$ cat src/rtl/stochastic_adc_backend_pr.sv
// Purpose : stochastic ADC slice back-end. It converts a TDC thermometer word and the
//           PFD sign into an unsigned count and a signed result. The thermometer sense can
//           be inverted, bubbles in the word are flagged, and an offset-calibration
//           averager is available on request.
// Latency : a sample captured at edge k is presented after edge k+1+NPIPE+ret_dly.
// Backpr. : none. The block accepts one sample per cycle and always produces one; valid_out
//           qualifies the result.
// Ports   : clk/rst (synchronous, active-high); therm_in/sign_in/valid_in carry the sample;
//           en_phase_reverse inverts the thermometer sense; ret_dly adds 0..3 cycles of
//           retiming; cal_start launches an average. The results are data_out (count),
//           sign_out, sdata_out (signed), valid_out and therm_err. The calibration
//           interface is cal_busy, cal_done and cal_mean.
module stochastic_adc_backend_pr #(
  parameter int NADC      = 8,
  parameter int NPIPE     = 2,
  parameter int NACC_LOG2 = 8
) (
  input  logic                 clk,
  input  logic                 rst,
  input  logic [2**NADC-2:0]   therm_in,
  input  logic                 sign_in,
  input  logic                 valid_in,
  input  logic                 en_phase_reverse,
  input  logic [1:0]           ret_dly,
  input  logic                 cal_start,
  output logic [NADC-1:0]      data_out,
  output logic                 sign_out,
  output logic [NADC:0]        sdata_out,
  output logic                 valid_out,
  output logic                 therm_err,
  output logic                 cal_busy,
  output logic                 cal_done,
  output logic [NADC:0]        cal_mean
);

  localparam int W  = 2**NADC - 1;
  localparam int WP = 2**NADC;          // padded to a power of two for the tree
  localparam int Q  = WP / 4;           // quarter width, first tree level
  localparam int AW = NADC + 1 + NACC_LOG2;
  localparam int OW = 3 + NADC + NADC + 1;

  // ---------------- input stage and phase-reverse synchroniser ----------------
  logic [W-1:0] therm_q;
  logic         sign_q, valid_q, pr_q1, pr_q2;

  always_ff @(posedge clk) begin
    if (rst) begin
      therm_q <= '0;
      sign_q  <= 1'b0;
      valid_q <= 1'b0;
      pr_q1   <= 1'b0;
      pr_q2   <= 1'b0;
    end else begin
      pr_q1   <= en_phase_reverse;
      pr_q2   <= pr_q1;
      // Inversion is applied as the sample is captured, so the two-flop
      // synchroniser sets the exact sample boundary of the switch.
      therm_q <= pr_q2 ? ~therm_in : therm_in;
      sign_q  <= sign_in;
      valid_q <= valid_in;
    end
  end

  // A bubble is a set bit sitting above a clear bit.
  logic bubble;
  assign bubble = |(therm_q[W-1:1] & ~therm_q[W-2:0]);

  logic [WP-1:0] therm_pad;
  assign therm_pad = {1'b0, therm_q};

  function automatic logic [NADC-2:0] pop_q(input logic [Q-1:0] v);
    logic [NADC-2:0] c;
    c = '0;
    for (int i = 0; i < Q; i++) c = c + (NADC-1)'(v[i]);
    return c;
  endfunction

  // ---------------- popcount tree: quarters -> halves -> total ----------------
  // Each level may be registered. The side band {valid, sign, err} travels with
  // its level so that it always stays aligned with the count.
  logic [3:0][NADC-2:0] l0_d, l0_q;
  logic [2:0]           l0s_d, l0s_q;
  logic [1:0][NADC-1:0] l1_d, l1_q;
  logic [2:0]           l1s_q;
  logic [NADC-1:0]      l2_d, l2_q;
  logic [2:0]           l2s_q;

  always_comb begin
    for (int i = 0; i < 4; i++) l0_d[i] = pop_q(therm_pad[i*Q +: Q]);
  end
  assign l0s_d = {valid_q, sign_q, bubble};

  generate
    if (NPIPE >= 1) begin : g_st0_reg
      always_ff @(posedge clk) begin
        if (rst) begin
          l0_q  <= '0;
          l0s_q <= '0;
        end else begin
          l0_q  <= l0_d;
          l0s_q <= l0s_d;
        end
      end
    end else begin : g_st0_comb
      assign l0_q  = l0_d;
      assign l0s_q = l0s_d;
    end
  endgenerate

  assign l1_d[0] = {1'b0, l0_q[0]} + {1'b0, l0_q[1]};
  assign l1_d[1] = {1'b0, l0_q[2]} + {1'b0, l0_q[3]};

  generate
    if (NPIPE >= 2) begin : g_st1_reg
      always_ff @(posedge clk) begin
        if (rst) begin
          l1_q  <= '0;
          l1s_q <= '0;
        end else begin
          l1_q  <= l1_d;
          l1s_q <= l0s_q;
        end
      end
    end else begin : g_st1_comb
      assign l1_q  = l1_d;
      assign l1s_q = l0s_q;
    end
  endgenerate

  // The padded top bit is always 0, so the total fits in NADC bits.
  assign l2_d = l1_q[0] + l1_q[1];

  generate
    if (NPIPE >= 3) begin : g_st2_reg
      always_ff @(posedge clk) begin
        if (rst) begin
          l2_q  <= '0;
          l2s_q <= '0;
        end else begin
          l2_q  <= l2_d;
          l2s_q <= l1s_q;
        end
      end
    end else begin : g_st2_comb
      assign l2_q  = l2_d;
      assign l2s_q = l1s_q;
    end
  endgenerate

  // ---------------- output register and retiming delay line ----------------
  logic [NADC:0] mag, sdata_d;
  assign mag     = {1'b0, l2_q};
  assign sdata_d = l2s_q[1] ? mag : -mag;   // -0 == 0, so a zero count is sign-free

  logic [OW-1:0] out_r;
  logic [OW-1:0] dly [0:2];
  logic [OW-1:0] sel;

  always_ff @(posedge clk) begin
    if (rst) begin
      out_r  <= '0;
      dly[0] <= '0;
      dly[1] <= '0;
      dly[2] <= '0;
    end else begin
      out_r  <= {l2s_q[2], l2s_q[0], l2s_q[1], l2_q, sdata_d};
      dly[0] <= out_r;
      dly[1] <= dly[0];
      dly[2] <= dly[1];
    end
  end

  always_comb begin
    case (ret_dly)
      2'd0:    sel = out_r;
      2'd1:    sel = dly[0];
      2'd2:    sel = dly[1];
      default: sel = dly[2];
    endcase
  end

  assign {valid_out, therm_err, sign_out, data_out, sdata_out} = sel;

  // ---------------- calibration averager ----------------
  typedef enum logic [1:0] {IDLE, ACCUM, DONE} cal_state_t;

  cal_state_t           cal_state;
  logic [AW-1:0]        acc, acc_nxt;
  logic [NACC_LOG2-1:0] smp_cnt;

  assign acc_nxt = acc + {{NACC_LOG2{sdata_out[NADC]}}, sdata_out};

  always_ff @(posedge clk) begin
    if (rst) begin
      cal_state <= IDLE;
      acc       <= '0;
      smp_cnt   <= '0;
      cal_busy  <= 1'b0;
      cal_done  <= 1'b0;
      cal_mean  <= '0;
    end else begin
      case (cal_state)
        IDLE: begin
          cal_done <= 1'b0;
          if (cal_start) begin
            acc       <= '0;
            smp_cnt   <= '0;
            cal_busy  <= 1'b1;
            cal_state <= ACCUM;
          end
        end
        ACCUM: begin
          if (valid_out) begin
            acc     <= acc_nxt;
            smp_cnt <= smp_cnt + NACC_LOG2'(1);
            if (smp_cnt == '1) begin
              // Taking the top bits is an arithmetic shift, i.e. floor toward -inf.
              cal_mean  <= acc_nxt[AW-1:NACC_LOG2];
              cal_busy  <= 1'b0;
              cal_done  <= 1'b1;
              cal_state <= DONE;
            end
          end
        end
        default: begin
          cal_done  <= 1'b0;
          cal_state <= IDLE;
        end
      endcase
    end
  end

endmodule

$ cat config.mk
export PLATFORM = sky130hd
export DESIGN_NAME = stochastic_adc_backend_pr
export DESIGN_NICKNAME = d
export VERILOG_FILES = /design/src/rtl/stochastic_adc_backend_pr.sv
export SDC_FILE = /design/constraint.sdc
export NUM_CORES = 1
export LEC_CHECK = 0
export ABC_AREA = 1
export BUFFER_PORTS_ARGS = -buffer_cell sky130_fd_sc_hd__clkbuf_2
export CORE_UTILIZATION = 40
export DETAILED_ROUTE_END_ITERATION = 10
export PLACE_DENSITY = 0.61
export SLEW_MARGIN = 20
export SYNTH_ARGS = -nofsm -noshare
export SYNTH_HDL_FRONTEND = slang
export SYNTH_SLANG_ARGS = --single-unit
$ cat constraint.sdc
create_clock -name clk -period 10.4 [get_ports clk]
set_input_delay 0.52 -clock clk [delete_from_list [all_inputs] [get_ports clk]]
set_output_delay 0.52 -clock clk [all_outputs]
set_load 0.005 [all_outputs]
==> flow_summary.yaml, run 1 <==
floorplan:
  rows: 90
  die_h_um: 250.3
  core_region_area_sq_um: 60580
  ios: 294
  start_util: 0.4071
  dieArea_sq_um: 62650
  dieWidth_um: 250.3
clocking:
  clockBufferDepth: 3
  cts_buffers: 47
  clockRootBuffer: "clkbuf_16"
  cts.reportedPaths.clkPinSlew_ps: 60
  cts_resized: 0
  cts_setup_buffers: 0
  cts_tree: "built"
  clk_latency_ps: 590
  cts_sinks: 423
  cts_hold_buffers: 0
  cts_max_level: 2
synthesis:
  syn_area_sq_um: 24660
  synth_edf_count: 0
  synthArstFlopShare: 0
  seq_area_frac_synth: 0.3434
  synth_warnings: 0
  synth_seq_cells: 423
  syn_avg_cell_area_sq_um: 8.110
  syn_inst: 3041
  synth_cell_types: 37
  synth_nets: 3622
  synth_ff_type: "dfxtp_1"
timing:
  hold_viol: 0
  layout_min_cycle_time_ps: 6006
  fmax_ghz: 0.1665
  skew_ps: 24.25
  slew_headroom: 0.3986
  worstMarginPinSlew_ps: 902.1
  hold_ws_ps: 134.1
  rsz0062_at_grt: "no"
  finalSetupTns_ps: 0
  maxSlewViolCount: 0
  finalSetupViolCount: 0
  fin_crit_sh: 0.5775
job:
  cap_viol_max_count: 0
layout:
  fin_area_sq_um: 28430
  layout-drive-gt1-share: 0.1171
  antennaDiodeCount: 0
  multiInputGateArea_sq_um: 13500
  fill_cells: 6061
  areaGrowthSynthToFinish_pct: 15.30
  register_area_sq_um: 8472
  fin_nets: 3884
critical_path:
  worstPathMaxFanout: 2
  cp.arrival_ps: 6430
  critPathLaunchType: "flop"
  end_kind: "flop"
  crit_type: "reg -> reg"
  crit_required_ps: 10820
place:
  placed_area_sq_um: 26810
  place_hpwl_um: 41080
  routabilityCongestion: 0.8467
  io_buffers: 293
route:
  routedWlPerCell_um: 12.70
  drtPass1Iterations: 5
  num_vias: 18050
  routed_wl_um: 52360
  drt_iter0_drc: 625
  antenna_left: 0
  vias_per_cell: 4.380
  drc_errors: 0
hold_path:
  hold_class: "in -> reg"
global_route:
  antenna_found_initial: 0
  overflow: 0
  grt_pass1_wl_um: 88190
  grt_start_max_net_pins: 190
  grt_pass1_vias: 18100
  track_usage: 0.1730
status:
  status: "finished, final reports clean"
power:
  cellPowerDensity_nw_per_um2: 348.3
  leakagePower_nw: 13.65
  max-vdd-ir-drop_mv: 0.4007
## worst max-delay path, stage by stage (launching register included)
cell,delay (ps)
dfxtp_1,340
inv_1,80
fa_1,530
inv_1,50
fa_1,410
fa_1,540
inv_1,50
fa_1,520
inv_1,50
fa_1,520
fa_1,440
fa_1,540
inv_1,50
fa_1,530
inv_1,70
fa_1,430
nand2_1,80
inv_1,50
o21a_1,170
nor2_1,80
nor2_1,60
nor2_1,80
nor2_1,40
nor2_1,80
nor2_1,40
## layout make-up
class,count,area share
Clock buffer,58,0.04532
Timing Repair Buffer,298,0.05412
Clock inverter,27,0.01197
Sequential cell,423,0.2979
Inverter,618,0.08158
Multi-Input combinational cell,1915,0.4747
Tap cell,782,0.03441
## cell usage after synthesis (2+ instances only)
cell / number / share of area
fa_1: 219 / 0.18
or2_2: 3 / 0.00076
ha_1: 99 / 0.050
xnor2_1: 258 / 0.092
o21ai_0: 133 / 0.027
nand3_1: 48 / 0.0097
nand4_1: 11 / 0.0028
nand2_1: 454 / 0.069
o22ai_1: 16 / 0.0041
buf_2: 26 / 0.0053
nand2_2: 2 / 0.00051
buf_4: 3 / 0.00091
clkbuf_1: 47 / 0.0072
buf_1: 7 / 0.0011
clkinv_1: 2 / 0.00030
nand3b_1: 5 / 0.0015
o21bai_1: 2 / 0.00061
inv_2: 3 / 0.00046
dfxtp_1: 423 / 0.34
inv_1: 613 / 0.093
xor2_1: 4 / 0.0014
buf_6: 2 / 0.00091
o2111ai_1: 2 / 0.00071
a21oi_1: 107 / 0.022
nor2_1: 520 / 0.079
a211oi_1: 3 / 0.00091
o211ai_1: 3 / 0.00091
o21a_1: 5 / 0.0015
nor3_1: 13 / 0.0026
## state kept, by name (all words and copies together), names as in the netlist, 2 cells and up
signal / flops
therm_q: 255
cal_mean: 9
l1_q: 16
acc: 17
l1s_q: 3
cal_state: 2
smp_cnt: 8
dly: 57
out_r: 19
l0s_q: 3
l0_q: 28
## final timing paths
check	startpoint	end	slack, ps	depth (start not counted)
worst min register to register	pr_q1	pr_q2	390	2
worst min-delay path	en_phase_reverse	pr_q1	130	3
worst max-delay path	therm_q[163]	l0_q[20]	4390	24
worst max register to register	therm_q[163]	l0_q[20]	4390	24
## power by group
group	total, mW	internal, mW	switching [mW]
clock	1.74	1.04	0.705
sequential	1.97	1.86	0.107
combinational	6.19	2.65	3.55
## stage by stage
stage | utilization | setup WS (ps) | std cells | total power, mW
2_1_floorplan | - | 4619 | 3041 | 6.901
3_5_place_dp | 0.4425 | 4366 | 4036 | 8.238
4_1_cts | 0.4694 | 4366 | 4121 | 10.07
5_1_grt | 0.4694 | 4099 | 4121 | 11.32
6_report | 0.4694 | 4394 | 4121 | 9.903
3_3_place_gp | 0.4425 | 4422 | 4036 | 8.091
## cells by family (layout without fill, tap and decap cells)
logic type      Yosys count  count (layout)  share of synthesized area
xor+xnor                262             262                    0.09304
simple gates           1060            1060                     0.1674
compound gates          275             275                    0.05880
flops                   423             423                     0.3434
fa+ha+maj               318             318                     0.2280
buf+inv                 703            1001                     0.1094
## layout by cell type (no fill, tap or decap), drive strengths merged
master and instances:
a21oi 107, clkinvlp 4, o21ai 133, o211ai 3, xnor2 258, a31oi 1, clkinv 15, nor2 522
o22ai 16, o2111ai 2, or2 4, bufinv 6, nor3 13, and2 1, o21a 5, a21o 1
clkbuf 350, a21boi 1, nand4 11, inv 620, dfxtp 423, nand2 456, ha 99, o21bai 2
xor2 4, nand3 48, a211oi 4, fa 219, nand3b 5, buf 6
## layer usage
layer | track usage | vias up | wire length, um
li1 | - | 9507 | -
met1 | 0.2310 | 8221 | 25060
met2 | 0.2913 | 270 | 24300
met3 | 0.02598 | 52 | 2018
met4 | 0.04645 | 0 | 984
met5 | 0 | - | 0
(Power assumes the default switching activity.)
==> inputs of run 2 (changes only) <==
- clock period: 10.4 -> 5.7 ns (I/O delays scaled with it)
==> flow_summary.yaml, run 2 (synthesis results as in run 1) <==
layout:
  top_register: "therm_q"
  fin_area_sq_um: 31780
  layout-drive-gt1-share: 0.1478
  fin_nets: 4201
  areaGrowthSynthToFinish_pct: 28.85
  largest_reg_flops: 255
  layout_common_cells: "585 x inv_1, 519 x nor2_1, 452 x nand2_1"
  final_util: 0.5245
  layout_commonest_cell: "inv_1"
  antennaDiodeCount: 0
  final_cells: 4443
  reg_top3: "therm_q: 255 flops, dly: 57 flops, l0_q: 28 flops"
  fill_cells: 5577
timing:
  fin_crit_sh: 1.025
  finalSetupViolCount: 7
  worstMarginPinSlew_ps: 959.8
  maxSlewViolCount: 0
  fmax_ghz: 0.1712
  skew_ps: 22.49
  timing.final.ws_setup_ps: -140.3
  slew_headroom: 0.3601
  hold_viol: 0
  layout_min_cycle_time_ps: 5840
  hold_ws_ps: 35.16
  rsz0062_at_grt: "yes"
hold_path:
  whs_endpoint: "therm_q[129]"
  worstHoldStart: "therm_in[129]"
  hold_class: "in -> reg"
  holdPathStages: 3
route:
  routed_wl_um: 58140
  drt_iter0_drc: 744
  drc_errors: 0
  antenna_left: 0
  drtPass1Iterations: 7
  num_vias: 19420
  routedWlPerCell_um: 13.09
  vias_per_cell: 4.370
global_route:
  grt_pass1_vias: 20050
  antenna_found_initial: 0
  grt_pass1_wl_um: 96990
  track_usage: 0.1906
  grt_start_max_net_pins: 186
  overflow: 0
critical_path:
  cpMostUsedCell: "fa_1"
  reg2regPathDepth: 23
  r2r-end: "l0_q[6]"
  cp_cell_sequence: "inv_2 -> fa_1 -> inv_2 -> fa_1 -> inv_2 -> fa_1 -> fa_1 -> fa_1 -> fa_1 -> fa_1 -> fa_1 -> inv_2 -> ha_4 -> fa_2 -> nand2_1 -> inv_2 -> o21a_1 -> nor2_1 -> nor2_1 -> nor2_1 -> nor2_1 -> nor2_1 -> nor2_1"
  crit_required_ps: 6140
  crit_type: "reg -> reg"
  slowest_delay_ps: 540
  regToRegStartpoint: "therm_q[39]"
  reg2reg_setup_slack_ps: -140
  end_kind: "flop"
  cp_slowest_cell: "fa_1"
  critPathLaunchType: "flop"
  cp.arrival_ps: 6280
  worstPathMaxFanout: 2
power:
  max-vdd-ir-drop_mv: 1.222
  total_power_mw: 20.90
  leakagePower_nw: 15.08
  cellPowerDensity_nw_per_um2: 657.7
status:
  violations: "setup timing"
  status: "finished with violations"
floorplan:
  rows: 90
  dieWidth_um: 250.3
  start_util: 0.4071
  dieArea_sq_um: 62650
  ios: 294
  core_region_area_sq_um: 60580
  die_h_um: 250.3
clocking:
  cts_max_level: 2
  clockRootBuffer: "clkbuf_16"
  clockBufferDepth: 3
  cts.reportedPaths.clkPinSlew_ps: 60
  cts_buffers: 50
  cts_sinks: 423
  cts_tree: "built"
  clk_latency_ps: 580
job:
  cap_viol_max_count: 0
place:
  placed_area_sq_um: 27210
  place_hpwl_um: 41630
  io_buffers: 293
  routabilityCongestion: 0.8489
  place_inst: 4089
-- run 2: changes by cell type in the layout (fill, tap and decap cells not counted), moves of 19 or more --
cell           change
fa_2              +19
inv_2             +27
buf_4             +60
inv_1             -27
dlygate4sd3_1    +253
fa_1              -19
-- run 2: power by group --
| group | internal [mW] | switching [mW] | leakage (nW) | total, mW |
|---|---|---|---|---|
| combinational | 6.53 | 7.37 | 10.7 | 13.9 |
| sequential | 3.40 | 0.191 | 3.50 | 3.59 |
| clock | 2.12 | 1.30 | 0.880 | 3.41 |
-- run 2: what timing repair did --
action | CTS | global route
setup buffers | 3 | 5
hold buffers | 253 | 0
endpoints found under the setup margin | 11 | 15
hold endpoints to repair | 253 | 0
gates cloned | 0 | 0
pin swaps | 29 | 42
resized for setup | 33 | 59
-- run 2: critical path, delay by kind of cell (launching register included) --
| kind | cells | cell delay (ps) |
|---|---|---|
| adders and majority gates | 10 | 4460 |
| and+or+nand+nor | 7 | 490 |
| buffers and inverters | 5 | 230 |
| DFF | 1 | 320 |
| AOI/OAI and AO/OA | 1 | 180 |
-- run 2: how the worst max path moves through the flow --
stage	startpoint	to	slack, ps
final	therm_q[39]	l0_q[6]	-140
after global routing	therm_q[39]	l0_q[6]	-390
after CTS	therm_q[35]	l0_q[6]	-170
after detailed placement	therm_q[59]	l0_q[6]	-240
after global placement	therm_q[35]	l0_q[6]	-200
after floorplan	therm_q[59]	l0_q[6]	20
-- run 2: routing by layer --
layer  part of all wire  global-route usage  vias up
met5                  0                   0        -
met4              0.028             0.06240        0
met3              0.037             0.02754      106
met2               0.48              0.3292      339
met1               0.46              0.2440     8812
li1                   -                   -    10160
-- run 2: area by class of cell --
type                       instances  area [sq um]  area share
multi-input combinational       1915         13660      0.4300
sequential                       423          8494      0.2673
timing repair buffer             612          4533      0.1427
inverter                         618          2320     0.07300
clock buffer                      68          1463     0.04603
tap                              782         978.4     0.03079
clock inverter                    25         325.3     0.01024
-- run 2: through the flow --
step / setup slack (ps) / TNS, ps
after floorplan: 24.09 / 0
after global placement: -203.8 / -771.0
after detailed placement: -239.1 / -1269
after CTS: -174.2 / -625.3
after global routing: -388.6 / -2720
final: -140.3 / -515.5
